`src/rtl/hbridge_deadtime_drv_pkg.sv`:
```
// Shared definitions for the H-bridge gate-drive stage: state codes, gate bit
// positions and the direction encoding also used by the PWM stage.
package hbridge_deadtime_drv_pkg;

   localparam int unsigned STATE_W = 3;

   typedef enum logic [STATE_W-1:0] {
      ST_OFF     = 3'd0,
      ST_RUN_FWD = 3'd1,
      ST_RUN_REV = 3'd2,
      ST_BRAKE   = 3'd3,
      ST_FAULT   = 3'd4
   } hb_state_e;

   // gate_out = {AH, AL, BH, BL}
   localparam int unsigned GATE_AH = 3;
   localparam int unsigned GATE_AL = 2;
   localparam int unsigned GATE_BH = 1;
   localparam int unsigned GATE_BL = 0;

   localparam logic [1:0] DIR_FWD = 2'b10;
   localparam logic [1:0] DIR_REV = 2'b01;

   typedef struct packed {
      logic en;
      logic cmd;
   } leg_cmd_t;

   // Run state requested by a direction code; anything but FWD/REV means coast.
   function automatic hb_state_e dir_target(input logic [1:0] dir);
      case (dir)
         DIR_FWD: return ST_RUN_FWD;
         DIR_REV: return ST_RUN_REV;
         default: return ST_OFF;
      endcase
   endfunction

endpackage

```
`src/rtl/hb_leg_deadtime.sv`:
```
// One half-bridge leg: registered high/low FET drives with break-before-make
// dead-time. A side turns on only after en and cmd have been steady for DT_CYCLES.
module hb_leg_deadtime #(
   parameter int unsigned DT_CYCLES = 16,
   parameter int unsigned DT_W      = 8
) (
   input  logic clk_in,
   input  logic synch_reset_in,
   input  logic en,
   input  logic cmd,
   output logic hi,
   output logic lo
);

   logic [DT_W-1:0] r_timer;
   logic            r_hi;
   logic            r_lo;
   logic            r_en_q;
   logic            r_cmd_q;
   logic            w_same;

   // Any change of enable or command restarts the dead-time window.
   assign w_same = r_en_q & (r_cmd_q == cmd);

   always_ff @(posedge clk_in) begin
      if (synch_reset_in) begin
         r_hi    <= 1'b0;
         r_lo    <= 1'b0;
         r_timer <= DT_W'(DT_CYCLES);
         r_en_q  <= 1'b0;
         r_cmd_q <= 1'b0;
      end else begin
         r_en_q  <= en;
         r_cmd_q <= cmd;
         if (!en) begin
            r_hi    <= 1'b0;
            r_lo    <= 1'b0;
            r_timer <= DT_W'(DT_CYCLES);
         end else if ((r_hi && !cmd) || (r_lo && cmd)) begin
            r_hi    <= 1'b0;
            r_lo    <= 1'b0;
            r_timer <= DT_W'(DT_CYCLES);
         end else if (r_hi || r_lo) begin
            r_timer <= DT_W'(DT_CYCLES);
         end else if (!w_same) begin
            r_timer <= DT_W'(DT_CYCLES);
         end else if (r_timer > DT_W'(1)) begin
            r_timer <= r_timer - DT_W'(1);
         end else begin
            r_hi <= cmd;
            r_lo <= ~cmd;
         end
      end
   end

   assign hi = r_hi;
   assign lo = r_lo;

endmodule

```
`src/rtl/hbridge_deadtime_drv.sv`:
```
// H-bridge gate driver: direction FSM with timed brake on reversal, sticky
// fault shutdown, and two dead-time legs whose flops drive the gate pins.
module hbridge_deadtime_drv
   import hbridge_deadtime_drv_pkg::*;
#(
   parameter int unsigned DT_CYCLES = 16,
   parameter int unsigned DT_W      = 8,
   parameter int unsigned BRAKE_CE  = 1024,
   parameter int unsigned BRAKE_W   = 16
) (
   input  logic               clk_in,
   input  logic               synch_reset_in,
   input  logic               CE_in,
   input  logic               pwm_in,
   input  logic [1:0]         dir_in,
   input  logic               fault_in,
   input  logic               fault_clear_in,
   output logic [3:0]         gate_out,
   output logic [STATE_W-1:0] state_out,
   output logic               fault_out
);

   hb_state_e          r_state;
   logic [BRAKE_W-1:0] r_brake_cnt;
   logic               r_fault;
   leg_cmd_t           w_leg_a;
   leg_cmd_t           w_leg_b;
   logic               w_a_hi;
   logic               w_a_lo;
   logic               w_b_hi;
   logic               w_b_lo;

   // Leg commands from the current state; a live fault drops both enables so
   // the gates go dark on the same edge that latches FAULT.
   always_comb begin
      w_leg_a = '0;
      w_leg_b = '0;
      case (r_state)
         ST_RUN_FWD: begin
            w_leg_a.en  = 1'b1;
            w_leg_a.cmd = pwm_in;
            w_leg_b.en  = 1'b1;
         end
         ST_RUN_REV: begin
            w_leg_a.en  = 1'b1;
            w_leg_b.en  = 1'b1;
            w_leg_b.cmd = pwm_in;
         end
         ST_BRAKE: begin
            w_leg_a.en = 1'b1;
            w_leg_b.en = 1'b1;
         end
         default: ;
      endcase
      if (fault_in) begin
         w_leg_a.en = 1'b0;
         w_leg_b.en = 1'b0;
      end
   end

   always_ff @(posedge clk_in) begin
      if (synch_reset_in) begin
         r_state     <= ST_OFF;
         r_brake_cnt <= '0;
         r_fault     <= 1'b0;
      end else if (fault_in) begin
         r_state <= ST_FAULT;
         r_fault <= 1'b1;
      end else if (CE_in) begin
         case (r_state)
            ST_OFF: r_state <= dir_target(dir_in);
            ST_RUN_FWD: begin
               if (dir_in == DIR_REV) begin
                  r_state     <= ST_BRAKE;
                  r_brake_cnt <= BRAKE_W'(BRAKE_CE);
               end else if (dir_in != DIR_FWD) begin
                  r_state <= ST_OFF;
               end
            end
            ST_RUN_REV: begin
               if (dir_in == DIR_FWD) begin
                  r_state     <= ST_BRAKE;
                  r_brake_cnt <= BRAKE_W'(BRAKE_CE);
               end else if (dir_in != DIR_REV) begin
                  r_state <= ST_OFF;
               end
            end
            // Brake length is fixed at entry; dir is only looked at on exit.
            ST_BRAKE: begin
               if (r_brake_cnt <= BRAKE_W'(1)) begin
                  r_brake_cnt <= '0;
                  r_state     <= dir_target(dir_in);
               end else begin
                  r_brake_cnt <= r_brake_cnt - BRAKE_W'(1);
               end
            end
            ST_FAULT: begin
               if (fault_clear_in) begin
                  r_state <= ST_OFF;
                  r_fault <= 1'b0;
               end
            end
            default: r_state <= ST_OFF;
         endcase
      end
   end

   hb_leg_deadtime #(
      .DT_CYCLES (DT_CYCLES),
      .DT_W      (DT_W)
   ) u_leg_a (
      .clk_in         (clk_in),
      .synch_reset_in (synch_reset_in),
      .en             (w_leg_a.en),
      .cmd            (w_leg_a.cmd),
      .hi             (w_a_hi),
      .lo             (w_a_lo)
   );

   hb_leg_deadtime #(
      .DT_CYCLES (DT_CYCLES),
      .DT_W      (DT_W)
   ) u_leg_b (
      .clk_in         (clk_in),
      .synch_reset_in (synch_reset_in),
      .en             (w_leg_b.en),
      .cmd            (w_leg_b.cmd),
      .hi             (w_b_hi),
      .lo             (w_b_lo)
   );

   always_comb begin
      gate_out          = '0;
      gate_out[GATE_AH] = w_a_hi;
      gate_out[GATE_AL] = w_a_lo;
      gate_out[GATE_BH] = w_b_hi;
      gate_out[GATE_BL] = w_b_lo;
   end

   assign state_out = r_state;
   assign fault_out = r_fault;

endmodule

```
`config.mk`:
```
export PLATFORM = sky130hd
export DESIGN_NAME = hbridge_deadtime_drv
export DESIGN_NICKNAME = d
export VERILOG_FILES = /design/src/rtl/hbridge_deadtime_drv_pkg.sv /design/src/rtl/hb_leg_deadtime.sv /design/src/rtl/hbridge_deadtime_drv.sv
export SDC_FILE = /design/constraint.sdc
export NUM_CORES = 1
export LEC_CHECK = 0
export ABC_AREA = 1
export CAP_MARGIN = 20
export CORE_MARGIN = 2
export CORE_UTILIZATION = 30
export CTS_CLUSTER_SIZE = 16
export DETAILED_ROUTE_END_ITERATION = 10
export PLACE_DENSITY_LB_ADDON = 0.1
export SYNTH_ARGS = -nofsm -noshare
export SYNTH_HDL_FRONTEND = slang
export SYNTH_HIERARCHICAL = 1
export SYNTH_SLANG_ARGS = --single-unit
```
`constraint.sdc`:
```
create_clock -name clk_in -period 4.05 [get_ports clk_in]
set_clock_uncertainty 0.15 [all_clocks]
set_input_delay 0.405 -clock clk_in [delete_from_list [all_inputs] [get_ports clk_in]]
set_output_delay 0.405 -clock clk_in [all_outputs]
set_load 0.1 [all_outputs]
```
Word-level counts from Yosys, hierarchy flattened
Index checks and enable logic that the tools add are counted.

operators by class
  add/sub/neg operators = 3
  multipliers = 0
  div/mod/pow operators = 0
  $lt $le $gt $ge = 3
  equal/unequal tests = 20
  shifts and indexed selects = 0
  multiplexer cells = 22
  bitwise gates (word level) = 12
  reductions and logical operators = 27

operator list
  operator                                                                           count
  16-bit 2-to-1 mux                                                                  3
  16-bit case mux with 3 select lines                                                1
  3-bit 2-to-1 mux                                                                   8
  8-bit by 1-bit greater-than comparator with 1-bit output, second input constant    2
  16-bit by 1-bit less-or-equal comparator with 1-bit output, second input constant  1
  16-bit by 1-bit subtractor with 16-bit output, second input constant               1
  8-bit by 1-bit subtractor with 8-bit output, second input constant                 2
  3-bit case mux with 5 select lines                                                 1
  5-bit AND reduction                                                                3
  3-bit != test, second input constant                                               4
  2-bit != test, second input constant                                               5
  1-bit inverter                                                                     10
  5-bit OR reduction                                                                 2
  3-bit AND reduction                                                                3
  3-bit OR reduction                                                                 3
  1-bit 2-to-1 mux                                                                   8
  4-bit != test, second input constant                                               2
  3-bit by 2-bit == test with 1-bit output, second input constant                    2
  2-bit nonzero test                                                                 3
  1-bit logical AND                                                                  4
  1-bit logical OR                                                                   4
  2-bit case mux with 2 select lines                                                 1
  3-bit by 1-bit == test with 1-bit output, second input constant                    1
  3-bit == test, second input constant                                               1
  other kinds (9)                                                                    12

storage, ports and cells
  register bits after elaboration = 43
  bits in latches = 0
  memory bits (writable) = 0
  memory bits (read-only) = 0
  input bits = 8
  memories kept = 0

Longest topological paths before layout
Gate-level depths: netlist (run 1).

  depth in word-level cells = 6
  gate-level depth with buffers = 10
  gate-level depth less buffers = 10

Cells and area by module
The synthesis (run 1) kept the hierarchy.

modules (own cells, without submodules)
  module                times used  cells an instance  area an instance (µm²)
  hb_leg_deadtime       2           94                 629.4
  hbridge_deadtime_drv  1           199                1232.4

Least setup slack after synthesis (run 1)
No wires, ideal clock.

  path kind = register to register
  from = register r_state[0], in the netlist state_out[0]
  to = register u_leg_a.r_timer[5]
  arrival = 2377 ps
  required time = 3836 ps
  path slack = 1458 ps
  cell stages (with the launch flop) = 9
  buffers on the path = 0
  cells stage by stage = dfxtp_1 inv_1 nor4_1 inv_2 nand2_2 nand2_2 nor3_4 nand2_2 nor2_1

RTL lines
  item                      RTL line                    RTL
  start: declaration        hbridge_deadtime_drv.sv:23  hb_state_e r_state;
  start signal: assignment  hbridge_deadtime_drv.sv:71  ST_OFF: r_state <= dir_target(dir_in);
  start signal: assignment  hbridge_deadtime_drv.sv:92  r_state <= dir_target(dir_in);
  end signal: assignment    hb_leg_deadtime.sv:29       r_timer <= DT_W'(DT_CYCLES);
  end signal: assignment    hb_leg_deadtime.sv:38       r_timer <= DT_W'(DT_CYCLES);
  end signal: assignment    hb_leg_deadtime.sv:42       r_timer <= DT_W'(DT_CYCLES);
  end: declaration          hb_leg_deadtime.sv:15       logic [DT_W-1:0] r_timer;

Worst setup path in the final report (run 1)
  from = register r_state[1], in the netlist state_out[1]
  to = output state_out[1]

RTL lines
  item              RTL line                    RTL
  end: declaration  hbridge_deadtime_drv.sv:19  output logic [STATE_W-1:0] state_out,

No word-level cell between the ends.

==> results of run 1 <==
==> routing by layer <==
metal / share of wire [%] / vias up / track usage (%) / wire length (µm)
met5: 0 / - / 0 / 0
met4: 1.1 / 0 / 4.35 / 55
met3: 3.4 / 4 / 2.69 / 167
met2: 42 / 24 / 18.7 / 2070
met1: 53 / 916 / 16.3 / 2580
li1: - / 1215 / - / -
==> synthesized netlist by cell type (all sizes together) <==
library cell | instances | area, µm²
nand2 | 93 | 372
nor2 | 87 | 357
inv | 67 | 252
dfxtp | 44 | 881
nand3 | 30 | 160
o21ai | 13 | 65.1
a21oi | 11 | 55.1
xor2 | 11 | 96.3
buf | 7 | 50.0
nand4 | 7 | 43.8
nor3 | 7 | 57.6
ha | 6 | 75.1
nand3b | 1 | 7.51
nor4 | 1 | 6.26
o211ai | 1 | 7.51
or2 | 1 | 6.26
==> state kept, by name, summed over array words and instances (netlist names) <==
| signal | flops |
|---|---|
| r_brake_cnt | 16 |
| u_leg_b/r_timer | 8 |
| u_leg_a/r_en_q | 1 |
| u_leg_b/lo | 1 |
| u_leg_b/r_cmd_q | 1 |
| u_leg_a/lo | 1 |
| u_leg_b/hi | 1 |
| u_leg_b/r_en_q | 1 |
| u_leg_a/r_cmd_q | 1 |
| fault_out | 1 |
| u_leg_a/hi | 1 |
| u_leg_a/r_timer | 8 |
| state_out | 3 |
==> how the worst max path moves through the flow <==
stage	slack (ns)	endpoint	start	cells after the start
floorplan	1.46	u_leg_a/r_timer[5]	state_out[0]	8
global placement	1.51	r_brake_cnt[9]	fault_in	7
detailed placement	1.48	r_brake_cnt[15]	fault_in	7
CTS	1.41	state_out[1]	state_out[1]	1
global route	1.35	state_out[1]	state_out[1]	1
finish	1.45	state_out[1]	state_out[1]	1
==> layout by cell type, fill, tap and decap left out <==
master / count
inv_1: 60
nand2_2: 9
o21ai_1: 2
nand3_2: 2
o21ai_0: 11
clkdlybuf4s50_1: 15
clkinv_2: 1
nand3_1: 28
clkbuf_1: 1
xor2_1: 11
a21oi_1: 11
nand2_1: 84
dfxtp_1: 44
or2_0: 1
inv_2: 7
nand3b_1: 1
nand4_1: 7
nor3_1: 5
nor3_4: 2
nor4_1: 1
clkbuf_8: 5
nor2_1: 79
nor2_2: 6
ha_1: 6
o211ai_1: 1
nor2_4: 2
==> kinds of logic after synthesis <==
family	after synthesis	share of synthesized area (%)
simple gates	227	40.5
buf+inv	74	12.1
flops	44	35.4
compound gates	25	5.12
xor+xnor	11	3.87
fa+ha+maj	6	3.01
==> power breakdown <==
group / total (µW) / leakage [µW] / internal, µW / switching [µW]
clock: 259 / 0.0000410 / 117 / 142
combinational: 106 / 0.000802 / 33.7 / 72.0
sequential: 448 / 0.000356 / 440 / 8.43
total: 813 / 0.00120 / 591 / 222
==> stage by stage <==
stage / cells / cell area, µm² / util, % / setup slack, ns
final: 507 / 2800 / 34.4 / 1.45
after global routing: 507 / 2800 / 34.4 / 1.35
after CTS: 507 / 2800 / 34.4 / 1.41
after detailed placement: 500 / 2720 / 33.5 / 1.48
after global placement: 500 / 2720 / 33.5 / 1.51
after floorplan: 387 / 2490 / - / 1.46
==> final cells by class <==
class / count / area [µm²]
Clock buffer: 6 / 72.6
Clock inverter: 1 / 5.00
Fill cell: 876 / 5330
Inverter: 67 / 251
Multi-Input combinational cell: 269 / 1310
Sequential cell: 44 / 881
Tap cell: 105 / 131
Timing Repair Buffer: 15 / 150
==> impl_metrics.tcl, run 1 <==
set metrics [dict create \
    grt_max_degree 21 \
    period_needed_ns 2.60 \
    cts_setup_buffers 0 \
    cts_tree "yes" \
    power_density_mw_per_mm2 290 \
    max_stage_delay_ns 1.21 \
    rows 33 \
    status "finished, final reports clean" \
    critPathBufInv 1 \
    fin_nets 416 \
    min_path_type "reg2reg" \
    htree_levels 2 \
    worst_pin_slew_ns 0.977 \
    cts-root-buf "clkbuf_8" \
    drtIter0Drc 80 \
    cp_max_fo 10 \
    wl_per_cell_um 9.61 \
    maxCapViolations 0 \
    dp_hpwl_um 3760 \
    die_h_um 95.1 \
    start_kind "flop" \
    syn_inst 387 \
    r2r_cells 8 \
    io_pins 16 \
    clk_path_buf_depth 2 \
    start_util_pct 30.6 \
    netlist_area_mm2 0.00249 \
    worst_path_max_delay_cell "clkdlybuf4s50_1" \
    clkTransAtPathRegs_ns 0.07 \
    path_cells "clkdlybuf4s50_1" \
    fin_tns_setup_ns 0 \
    syn_to_final_growth_pct 12.4 \
    yosysWarnings 6 \
    hp-start "fault_out" \
    slew_violations 0 \
    via_count 2159 \
    max_freq_mhz 384 \
    hold-worst-slack_ns 0.325 \
    insertion_delay_ns 0.29 \
    setup_viol 0 \
    rsz0062_at_grt "no" \
    grt_pass1_vias 1989 \
    ant_nets 0 \
    die_w_um 95.1 \
    routed_wirelength_um 4870 \
    p_leak_uw 0.00120 \
    crit_arrival_ns 2.05 \
    drtPass1Iterations 4 \
    r2r-end "u_leg_a/r_timer[6]" \
    crit_path_end_kind "output pin" \
    synth_seq_cells 44 \
    port_buffers 15 \
    crit_type "reg2out" \
    path_delay_family "buffers and inverters" \
    cts.sink_count 44 \
    die_area_mm2 0.00905 \
    synth-seq-area-share_pct 35.4 \
    overflow 0 \
    reg2reg_slack_ns 1.83 \
    min_path_cells 2 \
    r2r_start "state_out[0]" \
    core_mm2 0.00813 \
    peakVddDrop_uv 95.8 \
    grt_pass1_wl_um 8680 \
    final_layout_size_suffix_gt1_share_pct 8.46 \
    required_ns 3.49 \
    synth.distinct_cells 24 \
    total_power_uw 813 \
    antenna_found_initial 0 \
    fin_crit_sh_pct 64.3 \
    via_per_inst 4.26 \
    relSlewSlack_pct 34.7 \
    numCtsBuffers 5 \
    gp_routability_congestion 0.884 \
    holdBufCountCts 0 \
    ctsResizeCount 0 \
    avgSynthCellArea_um2 6.44 \
    drc 0 \
    hold_violations 0 \
    grt_usage_pct 12.0 \
    whs_endpoint "fault_out" \
    syn-num-nets 401 \
    antenna_cells 0 \
]
Power figures use the tool's default switching activity.
==> inputs of run 2 (changes only) <==
- clock period: 4.05 -> 2.51 ns (I/O delays scaled with it)
==> run 2 against run 1 <==
Net effect:
- final area up 0.54%
- routed wire length up 1.7%
- via count up 1.3%
- worst setup slack worse by 0.88 ns
- largest power group unchanged
- clock power up 81%
- register-to-register slack worse by 1.3 ns
- sequential cell count unchanged
- die area unchanged
- cell count up 0.39%
- highest routed layer unchanged
- critical endpoint is now u_leg_b/r_timer[6]
==> impl_metrics.tcl, run 2 (same netlist as run 1, synthesis figures left out) <==
set metrics [dict create \
    status "finished, final reports clean" \
    cp_max_fo 10 \
    die_area_mm2 0.00905 \
    grt_usage_pct 12.0 \
    max_freq_mhz 514 \
    critPathBufInv 1 \
    worst_pin_slew_ns 0.400 \
    port_buffers 15 \
    layout_common_cells "84 x nand2_1, 79 x nor2_1, 60 x inv_1, 43 x dfxtp_1, 28 x nand3_1" \
    wl_per_cell_um 9.73 \
    path_cells "nand2_1 > nor2_1 > inv_2 > nand2_2 > nand2_2 > nor3_4 > nand2_2 > nor2_1" \
    crit_top_cell "nand2_2" \
    path_delay_family "simple AND/OR/NAND/NOR gates" \
    hold_violations 0 \
    ctsResizeCount 0 \
    antenna_found_initial 0 \
    insertion_delay_ns 0.29 \
    mostFrequentLayoutCell "nand2_1" \
    drtPass1Iterations 4 \
    cts-root-buf "clkbuf_8" \
    fin_tns_setup_ns 0 \
    start_kind "flop" \
    top_regs "r_brake_cnt (16), u_leg_a/r_timer (8), u_leg_b/r_timer (8)" \
    power_density_mw_per_mm2 484 \
    crit_arrival_ns 2.02 \
    gp_routability_congestion 0.873 \
    fin_crit_sh_pct 77.5 \
    via_per_inst 4.30 \
    period_needed_ns 1.95 \
    start_util_pct 30.6 \
    maxCapViolations 0 \
    grt_pass1_vias 2083 \
    critPathLaunch "state_out[1]" \
    die_h_um 95.1 \
    syn_to_final_growth_pct 13.0 \
    clk_path_buf_depth 2 \
    grt_pass1_wl_um 8840 \
    top_register "r_brake_cnt" \
    overflow 0 \
    core_mm2 0.00813 \
    worst_path_max_delay_cell "dfxtp_1" \
    placed_cells_incl_taps 502 \
    cts_tree "yes" \
    crit_path_end_kind "flop" \
    relSlewSlack_pct 73.3 \
    crit_type "reg2reg" \
    multi_input_area_mm2 0.00131 \
    largest_register_ffs 16 \
    peakVddDrop_uv 219 \
    cts.sink_count 44 \
    rows 33 \
    htree_levels 2 \
    final_layout_size_suffix_gt1_share_pct 11.4 \
    fin_nets 418 \
    rsz0062_at_grt "no" \
    via_count 2187 \
    cts_setup_buffers 0 \
    required_ns 2.59 \
    min_path_type "reg2reg" \
    max_stage_delay_ns 0.54 \
    slew_violations 0 \
    antenna_cells 0 \
    dp_hpwl_um 3900 \
    drtIter0Drc 76 \
    drc 0 \
    clkTransAtPathRegs_ns 0.08 \
    io_pins 16 \
    die_w_um 95.1 \
    nFillCells 903 \
    p_leak_uw 0.00123 \
    setup_viol 0 \
    finalNonFillerCells 509 \
    grt_max_degree 21 \
    routed_wirelength_um 4950 \
    regArea_um2 882 \
    numCtsBuffers 5 \
    hp-start "fault_out" \
    holdBufCountCts 0 \
    ant_nets 0 \
    r2r_start "state_out[1]" \
]
run 2: cell types whose count changed in the layout (fill, tap and decap cells not counted), sizes merged:
cell	before	now
clkinv	1	0
buf	0	10
clkdlybuf4s50	15	7
clkbuf	6	7
run 2: cell type report:
cell class | instances | share of cell area (%)
multi-input cells | 269 | 46.5
flip-flops and latches | 44 | 31.3
clock buffers | 7 | 3.42
inverters | 67 | 8.93
repair buffers | 17 | 5.16
well taps | 105 | 4.67
run 2: metrics by stage:
stage	power (µW)	worst slack, ns	hold slack (ns)	utilization [%]	cell area [µm²]
CTS	1390	0.542	0.333	34.6	2820
detailed placement	911	0.433	0.321	33.4	2720
global route	1440	0.331	0.367	34.6	2820
finish	1360	0.564	0.330	34.6	2820
global placement	912	0.422	0.318	33.4	2720
floorplan	864	0.201	0.170	-	2490
run 2: routing by layer:
metal | routed length, µm | up-vias | global-route usage [%] | share of wire, %
met3 | 171 | 4 | 2.53 | 3.5
met2 | 2220 | 24 | 19.6 | 45
met4 | 53 | 0 | 3.62 | 1.1
met1 | 2510 | 941 | 15.9 | 51
li1 | - | 1218 | - | -
met5 | 0 | - | 0 | 0
run 2: final timing paths:
kind / slack (ns) / cells after the start / endpoint
worst max-delay path: 0.56 / 8 / u_leg_b/r_timer[6]
worst min-delay path: 0.33 / 2 / fault_out
worst max register to register: 0.56 / 8 / u_leg_b/r_timer[6]
worst min register to register: 0.33 / 2 / fault_out
run 2: report_power, final:
part | switching [µW] | internal, µW | leakage, µW | total, µW
Clock | 223 | 245 | 0.0000503 | 469
Combinational | 117 | 53.9 | 0.000828 | 171
Sequential | 12.9 | 709 | 0.000356 | 722
run 2: tightest hold or removal path: cells and delay by family, from the launching register on:
family | cells | cell delay, ns
AO/OA/AOI/OAI | 2 | 0.13
flip-flops | 1 | 0.31
==> inputs of run 3 (changes only) <==
- clock period: 2.51 -> 2 ns (I/O delays scaled with it)
==> run 3 against run 2 <==
Net effect:
- critical path depth did not move
- combinational power rose by 32%
- final area rose by 1.7%
- total power rose by 25%
- routed wire length rose by 2.2%
- largest power group unchanged
==> impl_metrics.tcl, run 3 (same netlist as run 1, synthesis figures left out) <==
set metrics [dict create \
    gp_routability_congestion 0.846 \
    crit_path_end "u_leg_a/r_timer[6]" \
    via_count 2241 \
    wl_per_cell_um 9.81 \
    fin_crit_sh_pct 86.8 \
    cts-root-buf "clkbuf_8" \
    rows 33 \
    cts_tree "yes" \
    clkTransAtPathRegs_ns 0.09 \
    crit_arrival_ns 1.81 \
    layout_common_cells "84 x nand2_1, 79 x nor2_1, 60 x inv_1, 41 x dfxtp_1, 28 x nand3_1" \
    r2r_start "state_out[0]" \
    rsz0062_at_grt "no" \
    min_path_type "reg2reg" \
    crit_path_end_kind "flop" \
    io_pins 16 \
    core_mm2 0.00813 \
    start_util_pct 30.6 \
    p_leak_uw 0.00126 \
    routed_wirelength_um 5060 \
    dp_hpwl_um 3940 \
    total_power_uw 1700 \
    worst_pin_slew_ns 0.325 \
    die_area_mm2 0.00905 \
    grt_max_degree 15 \
    grt_pass1_wl_um 9040 \
    syn_to_final_growth_pct 14.9 \
    top_register "r_brake_cnt" \
    grt_usage_pct 12.3 \
    fin_nets 424 \
    overflow 0 \
    ctsResizeCount 0 \
    drtIter0Drc 66 \
    peakVddDrop_uv 242 \
    via_per_inst 4.34 \
    reg2reg_slack_ns 0.26 \
    cts.sink_count 44 \
    drc 0 \
    grt_pass1_vias 2062 \
    hold_violations 0 \
    setup_viol 0 \
    largest_register_ffs 16 \
    antenna_found_initial 0 \
    max_freq_mhz 576 \
    finalNonFillerCells 516 \
    holdBufCountCts 0 \
    die_w_um 95.1 \
    drtPass1Iterations 4 \
    ant_nets 0 \
    crit_type "reg2reg" \
    placed_cells_incl_taps 508 \
    numCtsBuffers 5 \
    clk_path_buf_depth 2 \
    antenna_cells 0 \
    status "finished, final reports clean" \
    fin_tns_setup_ns 0 \
    required_ns 2.08 \
    die_h_um 95.1 \
    mostFrequentLayoutCell "nand2_1" \
    start_kind "flop" \
    r2r_cells 8 \
    period_needed_ns 1.74 \
    cp_max_fo 5 \
    r2r-end "u_leg_a/r_timer[6]" \
    slew_violations 0 \
    power_density_mw_per_mm2 594 \
    port_buffers 15 \
    final_core_utilization_pct 35.2 \
    critPathLaunch "state_out[0]" \
    final_layout_size_suffix_gt1_share_pct 13.6 \
    insertion_delay_ns 0.30 \
    top_regs "r_brake_cnt (16), u_leg_a/r_timer (8), u_leg_b/r_timer (8)" \
    cts_setup_buffers 0 \
    maxCapViolations 0 \
    htree_levels 2 \
    relSlewSlack_pct 78.3 \
]
==> run 3: cell types whose count changed in the layout (fill, tap and decap cells not counted), sizes merged <==
cell	before	now
clkbuf	7	5
buf	10	16
clkinv	0	3
==> run 3: routing by layer <==
metal	part of all wire [%]	track usage, %	vias to the layer above	routed length (µm)
li1	-	-	1233	-
met1	51	16.2	981	2600
met2	45	20.7	21	2280
met3	2.3	2.21	6	115
met4	1.2	3.62	0	63
met5	0	0	-	0
==> run 3: area by class of cell <==
cell class / count / area (µm²)
clock buffers: 5 / 68.8
flip-flops and latches: 44 / 887
inverters: 67 / 251
fillers: 879 / 5270
repair buffers: 23 / 190
well taps: 105 / 131
multi-input cells: 269 / 1320
clock inverters: 3 / 18.8
==> run 3: critical path, cell delays in order (launching register included) <==
cell and delay (ns):
dfxtp_4 0.39, inv_1 0.11, nor4_2 0.31, inv_2 0.10, nand2_1 0.09, nand3_2 0.10
nor3_4 0.22, nand2_2 0.10, nor2_1 0.09
==> run 3: worst min-delay path by stage <==
stage,slack [ns],endpoint,start,cells after the start
after global placement,0.32,fault_out,fault_out,2
after global routing,0.35,r_brake_cnt[6],r_brake_cnt[6],2
after floorplan,0.12,fault_out,synch_reset_in,1
final,0.32,fault_out,fault_out,2
after detailed placement,0.31,fault_out,fault_out,2
after CTS,0.33,fault_out,fault_out,2
==> run 3: per-stage QoR <==
step	instance area, µm²	setup WS, ns	hold slack (ns)
2_1_floorplan	2500	0.0255	0.119
3_3_place_gp	2780	0.0741	0.316
3_5_place_dp	2780	0.0245	0.313
4_1_cts	2860	0.215	0.326
5_1_grt	2860	0.0998	0.353
6_report	2860	0.264	0.323
==> run 3: where the power goes <==
group	leakage, µW	switching [µW]	internal, µW
clock	0.0000479	322	244
combinational	0.000859	148	78.4
sequential	0.000357	17.0	890
total	0.00126	487	1210
